===== config.mk =====
export PLATFORM = sky130hd
export DESIGN_NAME = ccff_chain_loader
export DESIGN_NICKNAME = d
export VERILOG_FILES = /design/src/rtl/ccff_chain_loader_pkg.sv /design/src/rtl/ccff_crc8_serial.sv /design/src/rtl/ccff_chain_loader.sv
export SDC_FILE = /design/constraint.sdc
export NUM_CORES = 1
export LEC_CHECK = 0
export BUFFER_PORTS_ARGS = -buffer_cell sky130_fd_sc_hd__buf_2
export CAP_MARGIN = 20
export CORE_ASPECT_RATIO = 1.1
export CORE_MARGIN = 2
export CORE_UTILIZATION = 55
export CTS_CLUSTER_DIAMETER = 50
export DETAILED_ROUTE_END_ITERATION = 16
export GPL_TIMING_DRIVEN = 0
export PLACE_DENSITY = 0.75
export SYNTH_ARGS = -nofsm -noshare
export SYNTH_HDL_FRONTEND = slang
export SYNTH_SLANG_ARGS = --single-unit

===== constraint.sdc =====
create_clock -name prog_clk -period 5.9 [get_ports prog_clk]
set_clock_uncertainty 0.05 [all_clocks]
set_input_delay 0.885 -clock prog_clk [delete_from_list [all_inputs] [get_ports prog_clk]]
set_output_delay 0.885 -clock prog_clk [all_outputs]
set_load 0.01 [all_outputs]

===== src/rtl/ccff_chain_loader_pkg.sv =====
// Shared types and CRC-8 helpers for the configuration-chain loader.
package ccff_chain_loader_pkg;

   typedef enum logic [2:0] {
      IDLE   = 3'd0,
      LOAD   = 3'd1,
      VERIFY = 3'd2,
      DONE   = 3'd3,
      ERROR  = 3'd4
   } state_t;

   localparam logic [7:0] CRC8_POLY = 8'h07;
   localparam logic [7:0] CRC8_INIT = 8'h00;

   function automatic logic [7:0] crc8_step(input logic [7:0] crc, input logic bit_in);
      logic fb;
      fb = crc[7] ^ bit_in;
      return {crc[6:0], 1'b0} ^ (fb ? CRC8_POLY : 8'h00);
   endfunction

endpackage


===== src/rtl/ccff_crc8_serial.sv =====
// Bit-serial CRC-8 accumulator; one bit folded in per enabled cycle.
module ccff_crc8_serial
   import ccff_chain_loader_pkg::*;
(
   input  logic       clk,
   input  logic       rst_n,
   input  logic       clr,
   input  logic       en,
   input  logic       bit_in,
   output logic [7:0] crc
);

   always_ff @(posedge clk or negedge rst_n) begin
      if (!rst_n) begin
         crc <= CRC8_INIT;
      end else if (clr) begin
         crc <= CRC8_INIT;
      end else if (en) begin
         crc <= crc8_step(crc, bit_in);
      end
   end

endmodule


===== src/rtl/ccff_chain_loader.sv =====
// Writer-end loader for the tile configuration chain: serialises stream words
// onto ccff_head, then recirculates the chain once to CRC-check the readback.
//
// state  | meaning
// -------+-------------------------------------------------------------
// IDLE   | after reset, waiting for start
// LOAD   | accepting words, shifting buffer MSB into the chain
// VERIFY | chain looped tail->head for CHAIN_LEN cycles, CRC of readback
// DONE   | readback CRC matched, cfg_done held
// ERROR  | readback CRC mismatched, cfg_error held
module ccff_chain_loader
   import ccff_chain_loader_pkg::*;
#(
   parameter int CHAIN_LEN = 8,
   parameter int WORD_W    = 8,
   localparam int CNT_W    = $clog2(CHAIN_LEN + 1)
) (
   input  logic              prog_clk,
   input  logic              prog_reset_n,
   input  logic              start,
   input  logic [WORD_W-1:0] s_data,
   input  logic              s_valid,
   output logic              s_ready,
   output logic              ccff_head,
   input  logic              ccff_tail,
   output logic              chain_clk_en,
   output logic              busy,
   output logic              cfg_done,
   output logic              cfg_error,
   output logic [CNT_W-1:0]  bit_count
);

   localparam int BUF_CNT_W = $clog2(WORD_W + 1);
   localparam int ACC_W     = $clog2(CHAIN_LEN + WORD_W + 1);

   state_t               state_q, state_d;
   logic [WORD_W-1:0]    buf_data_q, buf_data_d;
   logic [BUF_CNT_W-1:0] buf_cnt_q, buf_cnt_d;
   logic [ACC_W-1:0]     acc_q, acc_d;
   logic [CNT_W-1:0]     bit_count_d;
   logic                 cfg_done_d, cfg_error_d;

   logic                 buf_empty, load_en, handshake, last_shift;
   logic [ACC_W-1:0]     rem_bits;
   logic [BUF_CNT_W-1:0] take_cnt;
   logic                 crc_clr, crc_in_en, crc_out_en;
   logic [7:0]           crc_in, crc_out;

   assign buf_empty  = (buf_cnt_q == '0);
   assign load_en    = (state_q == LOAD) && !buf_empty;
   assign last_shift = (bit_count == CNT_W'(CHAIN_LEN - 1));

   // acc_q counts bits taken into the buffer, so the final word is trimmed
   // to exactly what the chain still needs and its spare LSBs are dropped.
   assign rem_bits = ACC_W'(CHAIN_LEN) - acc_q;
   assign take_cnt = (rem_bits >= ACC_W'(WORD_W)) ? BUF_CNT_W'(WORD_W) : BUF_CNT_W'(rem_bits);

   assign s_ready = (state_q == LOAD) && (acc_q < ACC_W'(CHAIN_LEN)) &&
                    (buf_empty || (buf_cnt_q == BUF_CNT_W'(1)));
   assign handshake    = s_valid && s_ready;
   assign chain_clk_en = load_en || (state_q == VERIFY);
   assign ccff_head    = (state_q == VERIFY) ? ccff_tail :
                         (load_en ? buf_data_q[WORD_W-1] : 1'b0);

   always_comb begin
      state_d     = state_q;
      buf_data_d  = buf_data_q;
      buf_cnt_d   = buf_cnt_q;
      acc_d       = acc_q;
      bit_count_d = bit_count;
      cfg_done_d  = cfg_done;
      cfg_error_d = cfg_error;
      crc_clr     = 1'b0;
      crc_in_en   = 1'b0;
      crc_out_en  = 1'b0;

      case (state_q)
         IDLE, DONE, ERROR: begin
            if (start) begin
               state_d     = LOAD;
               buf_data_d  = '0;
               buf_cnt_d   = '0;
               acc_d       = '0;
               bit_count_d = '0;
               cfg_done_d  = 1'b0;
               cfg_error_d = 1'b0;
               crc_clr     = 1'b1;
            end
         end
         LOAD: begin
            if (load_en) begin
               buf_data_d = buf_data_q << 1;
               buf_cnt_d  = buf_cnt_q - BUF_CNT_W'(1);
               crc_in_en  = 1'b1;
               if (last_shift) begin
                  state_d     = VERIFY;
                  bit_count_d = '0;
               end else begin
                  bit_count_d = bit_count + CNT_W'(1);
               end
            end
            // a word arriving on the last buffered bit replaces the shifted remnant
            if (handshake) begin
               buf_data_d = s_data;
               buf_cnt_d  = take_cnt;
               acc_d      = acc_q + ACC_W'(WORD_W);
            end
         end
         VERIFY: begin
            crc_out_en = 1'b1;
            if (last_shift) begin
               bit_count_d = '0;
               if (crc8_step(crc_out, ccff_tail) == crc_in) begin
                  state_d    = DONE;
                  cfg_done_d = 1'b1;
               end else begin
                  state_d     = ERROR;
                  cfg_error_d = 1'b1;
               end
            end else begin
               bit_count_d = bit_count + CNT_W'(1);
            end
         end
         default: state_d = IDLE;
      endcase
   end

   always_ff @(posedge prog_clk or negedge prog_reset_n) begin
      if (!prog_reset_n) begin
         state_q    <= IDLE;
         buf_data_q <= '0;
         buf_cnt_q  <= '0;
         acc_q      <= '0;
         bit_count  <= '0;
         cfg_done   <= 1'b0;
         cfg_error  <= 1'b0;
         busy       <= 1'b0;
      end else begin
         state_q    <= state_d;
         buf_data_q <= buf_data_d;
         buf_cnt_q  <= buf_cnt_d;
         acc_q      <= acc_d;
         bit_count  <= bit_count_d;
         cfg_done   <= cfg_done_d;
         cfg_error  <= cfg_error_d;
         busy       <= (state_d == LOAD) || (state_d == VERIFY);
      end
   end

   ccff_crc8_serial u_crc_in (
      .clk    (prog_clk),
      .rst_n  (prog_reset_n),
      .clr    (crc_clr),
      .en     (crc_in_en),
      .bit_in (ccff_head),
      .crc    (crc_in)
   );

   ccff_crc8_serial u_crc_out (
      .clk    (prog_clk),
      .rst_n  (prog_reset_n),
      .clr    (crc_clr),
      .en     (crc_out_en),
      .bit_in (ccff_tail),
      .crc    (crc_out)
   );

endmodule


==> results of run 1 <==
## final timing paths
path	to	slack (ns)	cells after the start
max in group asynchronous	acc_q[3]	4.59	1
min	cfg_error	0.43	2
min reg2reg	cfg_error	0.43	2
min in group asynchronous	bit_count[2]	0.66	1
max	ccff_head	2.88	6
max reg2reg	bit_count[3]	3.53	7
## metal layers
layer / track usage [%] / up-vias / part of all wire (%)
met2: 34.9 / 37 / 49
met5: 0 / - / 0
met3: 4.57 / 6 / 4.3
met4: 7.73 / 0 / 1.4
met1: 29.6 / 839 / 45
li1: - / 862 / -
## kinds of logic (layout without fill, tap and decap cells)
group	after synthesis	in the layout
buf+inv	16	46
fa+ha+maj	6	6
flops	40	40
xor+xnor	15	15
simple gates	109	109
compound gates	48	48
## layout make-up
type                       instances  area (µm²)
sequential                        40        1000
clock buffer                       6        72.6
multi-input combinational        178        1050
clock inverter                     2        35.0
buffer                             9        46.3
fill                             352        1280
timing repair buffer              22         110
inverter                           7        26.3
tap                               50        62.6
## stage by stage
step | hold WS (ns) | util (%) | area, µm² | total power, mW
floorplan | 0.416 | - | 2120 | 0.283
global placement | 0.411 | 62.3 | 2290 | 0.293
detailed placement | 0.426 | 62.3 | 2290 | 0.293
CTS | 0.444 | 65.2 | 2400 | 0.511
global route | 0.485 | 65.2 | 2400 | 0.522
finish | 0.435 | 65.2 | 2400 | 0.508
## registers in the layout, summed over array words and instances, names as in the netlist
signal,count
buf_data_q,8
busy,1
state_q,3
cfg_done,1
bit_count,4
buf_cnt_q,4
u_crc_out.crc,8
cfg_error,1
u_crc_in.crc,8
acc_q,2
## power breakdown
group	internal, mW	total [mW]	switching, mW
clock	0.126	0.220	0.0946
sequential	0.274	0.275	0.000441
combinational	0.00442	0.0129	0.00846
## cell usage in the layout (no fill, tap or decap), types with 3 or more instances in the layout
master	Yosys	final
clkbuf_1	4	5
nand2_1	46	46
nor3b_1	3	3
nor3_1	5	5
o31ai_1	4	4
o21ai_0	12	12
nand2b_1	6	6
dfrtp_1	40	40
buf_2	3	25
nor2_1	23	23
xnor2_1	3	3
ha_1	6	6
a31oi_1	9	9
inv_1	7	7
clkbuf_8	0	5
a21oi_1	9	9
nand3_1	15	15
xor2_1	11	11
## worst max-delay path, cell delays in order, from the launching register on
cell and delay (ns):
dfrtp_1 0.43, inv_1 0.10, ha_1 0.18, or3b_2 0.48, a32oi_1 0.38, inv_1 0.07, buf_2 0.15
==> reports/metrics.yaml, run 1 <==
logic_synthesis:
  synthTopCellsByCount: "46 x nand2_1, 40 x dfrtp_1, 23 x nor2_1, 15 x nand3_1, 12 x o21ai_0"
  synth_top_area_cell: "dfrtp_1"
  netlist_instances: 234
  synth_xor_area_share_pct: 6.55
  syn_area_per_cell_um2: 9.06
  synth_top_family_by_area: "simple AND/OR/NAND/NOR gates"
  yosys.area_share.simple_pct: 24.2
  async_reset_ff_share_pct: 100
  synthAdderAreaFrac_pct: 3.54
  ys.flop_type: "dfrtp_1"
  synth-edff-count: 0
  synth_nets: 253
  ys_seq_area_share_pct: 47.2
  synth_area_um2: 2120
  synth.distinct_cells: 45
  yosysTopAreaCellShare_pct: 47.2
  synth_compound_area_share_pct: 15.0
  yosysWarnings: 0
  yosys-top-cells-area: "dfrtp_1 47%, nand2_1 8.1%, xor2_1 4.5%"
  ys_seq_elements: 40
  synthMuxAreaShare_pct: 0
  yosysMostFrequentCell: "nand2_1"
layout:
  num_antenna_cells: 0
  final_cells: 314
  syn_to_final_growth_pct: 13.2
  drive_gt1_share_pct: 17.0
  layout.nets: 282
grt:
  grt_pass1_vias: 1620
  antenna_found_initial: 0
  grt_max_degree: 41
  grt_pass1_wl_um: 7510
  track_usage_pct: 21.9
  grt_overflow_total: 0
clocking:
  tritoncts: "yes"
  cts_setup_buffers: 0
  clkLatencyLatePin_ns: 0.29
  path_clk_slew_ns: 0.08
  cts_buffers: 5
  cts_sinks: 40
  ctsHoldBuffers: 0
  root_buffer: "clkbuf_8"
  clk_path_buf_depth: 2
  cts_max_level: 2
  cts-resized-gates: 0
worst_setup_path:
  worstSetupPathType: "register to output port"
  cp-startpoint: "buf_cnt_q[0]"
  cp.required_ns: 4.97
  critPathLaunchType: "register"
  arrival_ns: 2.08
  critical_path.max_fanout: 5
  worstSetupEndpointType: "output port"
  r2r_start: "buf_cnt_q[0]"
sta:
  setup_slack_ns: 2.88
  tightest_slew_ns: 0.886
  max_clock_freq_mhz: 331
  fin_tns_setup_ns: 0
  relSlewSlack_pct: 40.9
  post-route-min-period_ns: 3.02
  setup_viol: 0
  finalHoldViolCount: 0
  rsz0062_at_grt: "no"
  period_share_pct: 51.1
  drv_slew: 0
power_and_ir_drop:
  ir_drop_mv: 0.131
  leakage_nw: 1.11
  p_per_area_nw_per_um2: 211
hold_path:
  min_from: "cfg_error"
  hold_class: "register to register"
die:
  fp.dieH_um: 69.1
  die-area_um2: 4370
  fp.dieW_um: 63.2
  row_count: 23
  boundaryPins: 23
  fp.coreArea_um2: 3680
  start_util_pct: 57.6
placement:
  post-place-ws_ns: 3.20
  dp.final_hpwl_um: 3160
  placed_cells: 306
  place_congestion: 0.791
  port-buffer-count: 22
flow_run:
  drv_cap: 0
detailed_routing:
  drcViolationCount: 0
  routed_wl_um: 4360
  dr_total_vias: 1744
  route.antenna.remaining_nets: 0
  dr.pass1.iters: 5
  drtIter0Drc: 118
  vias_per_cell: 5.55
  wl_per_cell_um: 13.9
run_status:
  outcome: "completed"
Power figures use the tool's default switching activity.
==> inputs of run 2 (changes only) <==
Settings changed: ABC_AREA from default to 1.
Clock period 5.9 ns to 3.2 ns, I/O delays scaled along.
==> reports/metrics.yaml, run 2 <==
sta:
  relSlewSlack_pct: 41.8  # was 40.9%
  finalHoldViolCount: 0  # unchanged
  hold_slack_ns: 0.245  # was 0.435 ns
  rsz0062_at_grt: "no"  # unchanged
  max_clock_freq_mhz: 442
  tightest_slew_ns: 0.873  # was 0.886 ns
  period_share_pct: 70.8
  setup_viol: 0  # unchanged
  setup_slack_ns: 0.936  # was 2.88 ns
  post-route-min-period_ns: 2.26
  fin_tns_setup_ns: 0  # unchanged
  drv_slew: 0  # unchanged
die:
  boundaryPins: 23  # unchanged
  row_count: 24  # was 23
  fp.dieH_um: 70.2  # was 69.1 µm
  start_util_pct: 56.1  # was 57.6%
  die-area_um2: 4500  # was 4370 µm²
  fp.dieW_um: 64.2  # was 63.2 µm
  fp.coreArea_um2: 3900  # was 3680 µm²
logic_synthesis:
  ys.flop_type: "dfrtp_1"  # unchanged
  syn_area_per_cell_um2: 7.71  # was 9.06 µm²
  yosysTopAreaCellShare_pct: 45.7  # was 47.2%
  ys_seq_elements: 40  # unchanged
  ys_seq_area_share_pct: 45.7  # was 47.2%
  yosysMostFrequentCell: "nand2_1"  # unchanged
  synth-edff-count: 0  # unchanged
  synth.distinct_cells: 26  # was 45
  synth_area_um2: 2190  # was 2120 µm²
  synth_nets: 303  # was 253
  netlist_instances: 284  # was 234
  synth_top_area_cell: "dfrtp_1"  # unchanged
  yosys-top-cells-area: "dfrtp_1 46%, nand2_1 11%, inv_1 8.9%"  # was dfrtp_1 47%, nand2_1 8.1%, xor2_1 4.5%
  yosysWarnings: 0  # unchanged
  synthTopCellsByCount: "63 x nand2_1, 52 x inv_1, 40 x dfrtp_1, 28 x nand3_1, 24 x o21ai_0"  # was 46 x nand2_1, 40 x dfrtp_1, 23 x nor2_1, 15 x nand3_1, 12 x o21ai_0
  async_reset_ff_share_pct: 100  # unchanged
worst_setup_path:
  cp_cell_sequence: "inv_1, ha_1, nand2_1, nand2_1, buf_2, nand2_1, buf_2"  # was inv_1, ha_1, or3b_2, a32oi_1, inv_1, buf_2
  worstSetupEndpointType: "output port"  # unchanged
  cp.required_ns: 2.67  # was 4.97 ns
  critPathMaxStageDelay_ns: 0.41  # was 0.48 ns
  worstSetupPathType: "register to output port"  # unchanged
  critPathMostFrequentCell: "nand2_1"  # was inv_1
  arrival_ns: 1.73  # was 2.08 ns
  slowest_stage: "dfrtp_1"  # was or3b_2
  critical_path.max_fanout: 10  # was 5
  critPathLaunchType: "register"  # unchanged
run_status:
  outcome: "completed"  # unchanged
placement:
  post-place-ws_ns: 1.24  # was 3.20 ns
  dp.final_hpwl_um: 3230  # was 3160 µm
  port-buffer-count: 21  # was 22
  placed_cells: 357  # was 306
  place_congestion: 0.789  # was 0.791
detailed_routing:
  vias_per_cell: 5.14  # was 5.55
  drtIter0Drc: 117  # was 118
  dr.pass1.iters: 6  # was 5
  drcViolationCount: 0  # unchanged
  dr_total_vias: 1875  # was 1744
  wl_per_cell_um: 11.8  # was 13.9 µm
  routed_wl_um: 4310  # was 4360 µm
  route.antenna.remaining_nets: 0  # unchanged
layout:
  fillers: 340  # was 352
  final_common_cell: "nand2_1"  # unchanged
  num_antenna_cells: 0  # unchanged
  final_cell_mix: "63 x nand2_1, 52 x inv_1, 40 x dfrtp_1"  # was 46 x nand2_1, 40 x dfrtp_1, 25 x buf_2
  layout.nets: 331  # was 282
  seq_area_um2: 1000  # unchanged
  drive_gt1_share_pct: 14.1  # was 17.0%
  top_regs: "buf_data_q: 8 flops, u_crc_in.crc: 8 flops, u_crc_out.crc: 8 flops"  # unchanged
  multi_input_area_um2: 945  # was 1050 µm²
  final_cells: 365  # was 314
  syn_to_final_growth_pct: 12.9  # was 13.2%
power_and_ir_drop:
  p_switching_mw: 1.06  # was 0.104 mW
  seqPwrFrac_pct: 32.4  # was 54.1%
  p_clk_share_pct: 17.2  # was 43.4%
  swShare_pct: 43.6  # was 20.4%
  pwr-share-comb_pct: 50.3  # was 2.5%
  p_per_area_nw_per_um2: 982  # was 211 nW/µm²
  intPower_mw: 1.37  # was 0.404 mW
  leakage_nw: 1.29  # was 1.11 nW
  ir_drop_mv: 0.438  # was 0.131 mV
flow_run:
  drv_cap: 0  # unchanged
clocking:
  path_clk_slew_ns: 0.08  # about the same
  clk_path_buf_depth: 2  # unchanged
  tritoncts: "yes"  # unchanged
  cts_buffers: 5  # unchanged
  cts_max_level: 2  # unchanged
  cts-resized-gates: 0  # unchanged
  ctsHoldBuffers: 0  # unchanged
  root_buffer: "clkbuf_8"  # unchanged
  clkLatencyLatePin_ns: 0.30  # was 0.29 ns
  cts_setup_buffers: 0  # unchanged
  cts_sinks: 40  # unchanged
hold_path:
  hold_class: "input port to asynchronous set/reset pin"  # was register to register
grt:
  track_usage_pct: 22.8  # was 21.9%
  grt_pass1_wl_um: 8070  # was 7510 µm
  grt_max_degree: 41  # unchanged
  grt_overflow_total: 0  # unchanged
  antenna_found_initial: 0  # unchanged
  grt_pass1_vias: 1885  # was 1620
-- run 2: layout make-up --
class,count,area share [%]
sequential,40,40.5
multi-input combinational,184,38.2
inverter,54,8.20
timing repair buffer,21,4.25
clock buffer,5,2.78
tap,52,2.63
clock inverter,3,1.72
buffer,6,1.67
-- run 2: final timing paths --
path	start	to	slack, ns	cells past startpoint
setup / recovery	buf_cnt_q[0]	chain_clk_en	0.94	7
hold / removal	prog_reset_n	u_crc_out.crc[4]	0.25	1
setup reg to reg	state_q[2]	u_crc_out.crc[4]	1.31	7
hold reg to reg	acc_q[4]	acc_q[4]	0.44	2
max in group asynchronous	prog_reset_n	bit_count[3]	2.31	1
min in group prog_clk	s_data[0]	buf_data_q[0]	0.37	3
-- run 2: layer usage --
| layer | vias up | global-route usage [%] | wire (µm) |
|---|---|---|---|
| met5 | - | 0 | 0 |
| met4 | 0 | 9.69 | 102 |
| met3 | 12 | 5.31 | 142 |
| met2 | 36 | 38.1 | 2170 |
| met1 | 865 | 28.0 | 1890 |
| li1 | 962 | - | - |
-- run 2: cells by family after synthesis --
logic type	synth area share [%]
buffers and inverters	11.1
and+or+nand+nor	24.6
AOI/OAI and AO/OA	12.5
xor gates and xnor gates	2.63
DFF	45.7
adders and majority gates	3.43
-- run 2: worst max-delay path: cells and delay by family (launching register included) --
kind	cells	cell delay, ns
adder cells (fa/ha/maj)	1	0.19
flip-flops	1	0.41
AND/OR/NAND/NOR	3	0.33
buffers and inverters	3	0.52
-- run 2: metrics by stage --
| step | power, mW | cell area [µm²] | util (%) |
|---|---|---|---|
| 6_report | 2.43 | 2470 | 63.3 |
| 5_1_grt | 2.67 | 2470 | 63.3 |
| 4_1_cts | 2.45 | 2470 | 63.3 |
| 3_5_place_dp | 2.03 | 2360 | 60.4 |
| 3_3_place_gp | 1.99 | 2360 | 60.4 |
| 2_1_floorplan | 1.71 | 2190 | - |
-- run 2: power groups by stage --
stage	clock network, mW	registers [mW]	logic, mW
2_1_floorplan	0	0.796	0.918
3_3_place_gp	0	0.791	1.20
3_5_place_dp	0	0.798	1.23
4_1_cts	0.422	0.788	1.24
5_1_grt	0.436	0.812	1.42
6_report	0.419	0.788	1.22
==> inputs of run 3 (changes only) <==
Settings changed: CORE_UTILIZATION 55 to 52.
Clock period 3.2 ns to 1.9 ns, I/O delays scaled along.
==> reports/metrics.yaml, run 3 (synthesized netlist as in run 2, its figures left out) <==
run_status:
  outcome: "completed"  # unchanged
placement:
  place_congestion: 0.773  # was 0.789
  place_area_um2: 2360  # unchanged
  port-buffer-count: 21  # unchanged
  dp.final_hpwl_um: 3200  # was 3230 µm
grt:
  antenna_found_initial: 0  # unchanged
  grt_pass1_wl_um: 7600  # was 8070 µm
  grt_overflow_total: 0  # unchanged
  grt_pass1_vias: 1789  # was 1885
  track_usage_pct: 21.0  # was 22.8%
  grt_max_degree: 41  # unchanged
sta:
  fin_tns_setup_ns: 0  # unchanged
  setup_viol: 0  # unchanged
  max_clock_freq_mhz: 530
  period_share_pct: 99.2
  drv_slew: 0  # unchanged
  post-route-min-period_ns: 1.89
  tightest_slew_ns: 0.877  # was 0.873 ns
  hold_slack_ns: 0.0608  # was 0.245 ns
  rsz0062_at_grt: "yes"  # was no
  finalHoldViolCount: 0  # unchanged
  relSlewSlack_pct: 41.5  # was 41.8%
power_and_ir_drop:
  leakage_nw: 1.36  # was 1.29 nW
  p_switching_mw: 1.95  # was 1.06 mW
  p_clk_share_pct: 13.2  # was 17.2%
  swShare_pct: 43.5  # was 43.6%
  ir_drop_mv: 0.785  # was 0.438 mV
  intPower_mw: 2.54  # was 1.37 mW
  p_per_area_nw_per_um2: 1710  # was 982 nW/µm²
  seqPwrFrac_pct: 29.8  # was 32.4%
  pwr-share-comb_pct: 57.0  # was 50.3%
layout:
  fin_area_um2: 2630  # was 2470 µm²
  multi_input_area_um2: 1000  # was 945 µm²
  fillers: 329  # was 340
  syn_to_final_growth_pct: 20.2  # was 12.9%
  final_common_cell: "nand2_1"  # unchanged
  final_cell_mix: "59 x nand2_1, 49 x inv_1, 40 x dfrtp_1"  # was 63 x nand2_1, 52 x inv_1, 40 x dfrtp_1
  num_antenna_cells: 0  # unchanged
  seq_area_um2: 1000  # unchanged
  layout.nets: 342  # was 331
  drive_gt1_share_pct: 20.7  # was 14.1%
  top_regs: "buf_data_q: 8 flops, u_crc_in.crc: 8 flops, u_crc_out.crc: 8 flops"  # unchanged
die:
  start_util_pct: 54.8  # was 56.1%
  die-area_um2: 4750  # was 4500 µm²
  fp.coreArea_um2: 3990  # was 3900 µm²
  fp.dieW_um: 65.9  # was 64.2 µm
  fp.dieH_um: 72.1  # was 70.2 µm
  row_count: 24  # unchanged
  boundaryPins: 23  # unchanged
flow_run:
  drv_cap: 0  # unchanged
clocking:
  path_clk_slew_ns: 0.08  # about the same
  cts_sinks: 40  # unchanged
  cts_buffers: 5  # unchanged
  tritoncts: "yes"  # unchanged
  clkLatencyLatePin_ns: 0.30  # about the same
  root_buffer: "clkbuf_8"  # unchanged
  clk_path_buf_depth: 2  # unchanged
  cts_max_level: 2  # unchanged
worst_setup_path:
  cp-endpoint: "ccff_head"  # was chain_clk_en
  worstSetupEndpointType: "output port"  # unchanged
  reg2reg_depth: 10  # was 7
  r2r_start: "state_q[0]"  # was state_q[2]
  critical_path.max_fanout: 4  # was 10
  cp.required_ns: 1.56  # was 2.67 ns
  worstSetupPathType: "register to output port"  # unchanged
  r2r_slack_ns: 0.06  # was 1.31 ns
  arrival_ns: 1.55  # was 1.73 ns
  cp-startpoint: "state_q[0]"  # was buf_cnt_q[0]
  critPathLaunchType: "register"  # unchanged
  r2r_end: "u_crc_in.crc[2]"  # was u_crc_out.crc[4]
hold_path:
  hold_class: "input port to asynchronous set/reset pin"  # unchanged
detailed_routing:
  wl_per_cell_um: 12.3  # was 11.8 µm
  drcViolationCount: 0  # unchanged
  route.antenna.remaining_nets: 0  # unchanged
  dr.pass1.iters: 5  # was 6
  routed_wl_um: 4640  # was 4310 µm
  drtIter0Drc: 107  # was 117
  vias_per_cell: 5.13  # was 5.14
  dr_total_vias: 1927  # was 1875
==> run 3: per-layer routing <==
layer	global-route usage, %	up-vias	wire (µm)
met3	3.26	9	94
met5	0	-	0
met4	9.72	0	101
li1	-	981	-
met1	26.4	908	2070
met2	35.4	29	2370
==> run 3: critical path, cell delays in order (launching register included) <==
cell,delay [ns]
dfrtp_1,0.41
inv_2,0.08
nor3_4,0.21
buf_6,0.15
nand2_8,0.07
o21ai_4,0.20
buf_6,0.13
==> run 3: cell type report <==
cell class | count | area share, %
multi-input cells | 184 | 38.2
inverters | 54 | 7.70
repair buffers | 32 | 7.98
flip-flops and latches | 40 | 38.0
plain buffers | 6 | 2.23
clock buffers | 8 | 3.42
well taps | 52 | 2.47
==> run 3: how the worst min path moves through the flow <==
| stage | to | slack (ns) | cells after the start | start |
|---|---|---|---|---|
| after global placement | u_crc_in.crc[4] | 0.40 | 1 | prog_reset_n |
| after detailed placement | u_crc_in.crc[4] | 0.40 | 1 | prog_reset_n |
| after floorplan | acc_q[3] | -0.06 | 0 | prog_reset_n |
| final | u_crc_in.crc[4] | 0.06 | 1 | prog_reset_n |
| after global routing | u_crc_out.crc[2] | 0.15 | 1 | prog_reset_n |
| after CTS | buf_cnt_q[1] | 0.08 | 1 | prog_reset_n |
==> run 3: metrics by stage <==
step / setup WS (ns) / power, mW / utilization, % / instances
floorplan: 0.283 / 2.89 / - / 284
global placement: -0.00231 / 3.36 / 59.1 / 357
detailed placement: -0.0480 / 3.41 / 59.1 / 357
CTS: -0.0243 / 4.09 / 62.1 / 366
global route: -0.0439 / 4.89 / 65.9 / 376
finish: 0.0145 / 4.49 / 65.9 / 376
==> run 3: power by group through the flow <==
stage | sequential, mW | clock (mW) | combinational, mW
4_1_cts | 1.33 | 0.603 | 2.15
6_report | 1.34 | 0.592 | 2.56
3_5_place_dp | 1.34 | 0 | 2.07
3_3_place_gp | 1.34 | 0 | 2.03
5_1_grt | 1.38 | 0.634 | 2.88
2_1_floorplan | 1.34 | 0 | 1.55
==> run 3: repair_timing <==
item,CTS,global route
buffers inserted,1,10
pin swaps,1,4
hold buffers,0,0
setup endpoints to repair,9,34
gates resized for setup,8,19
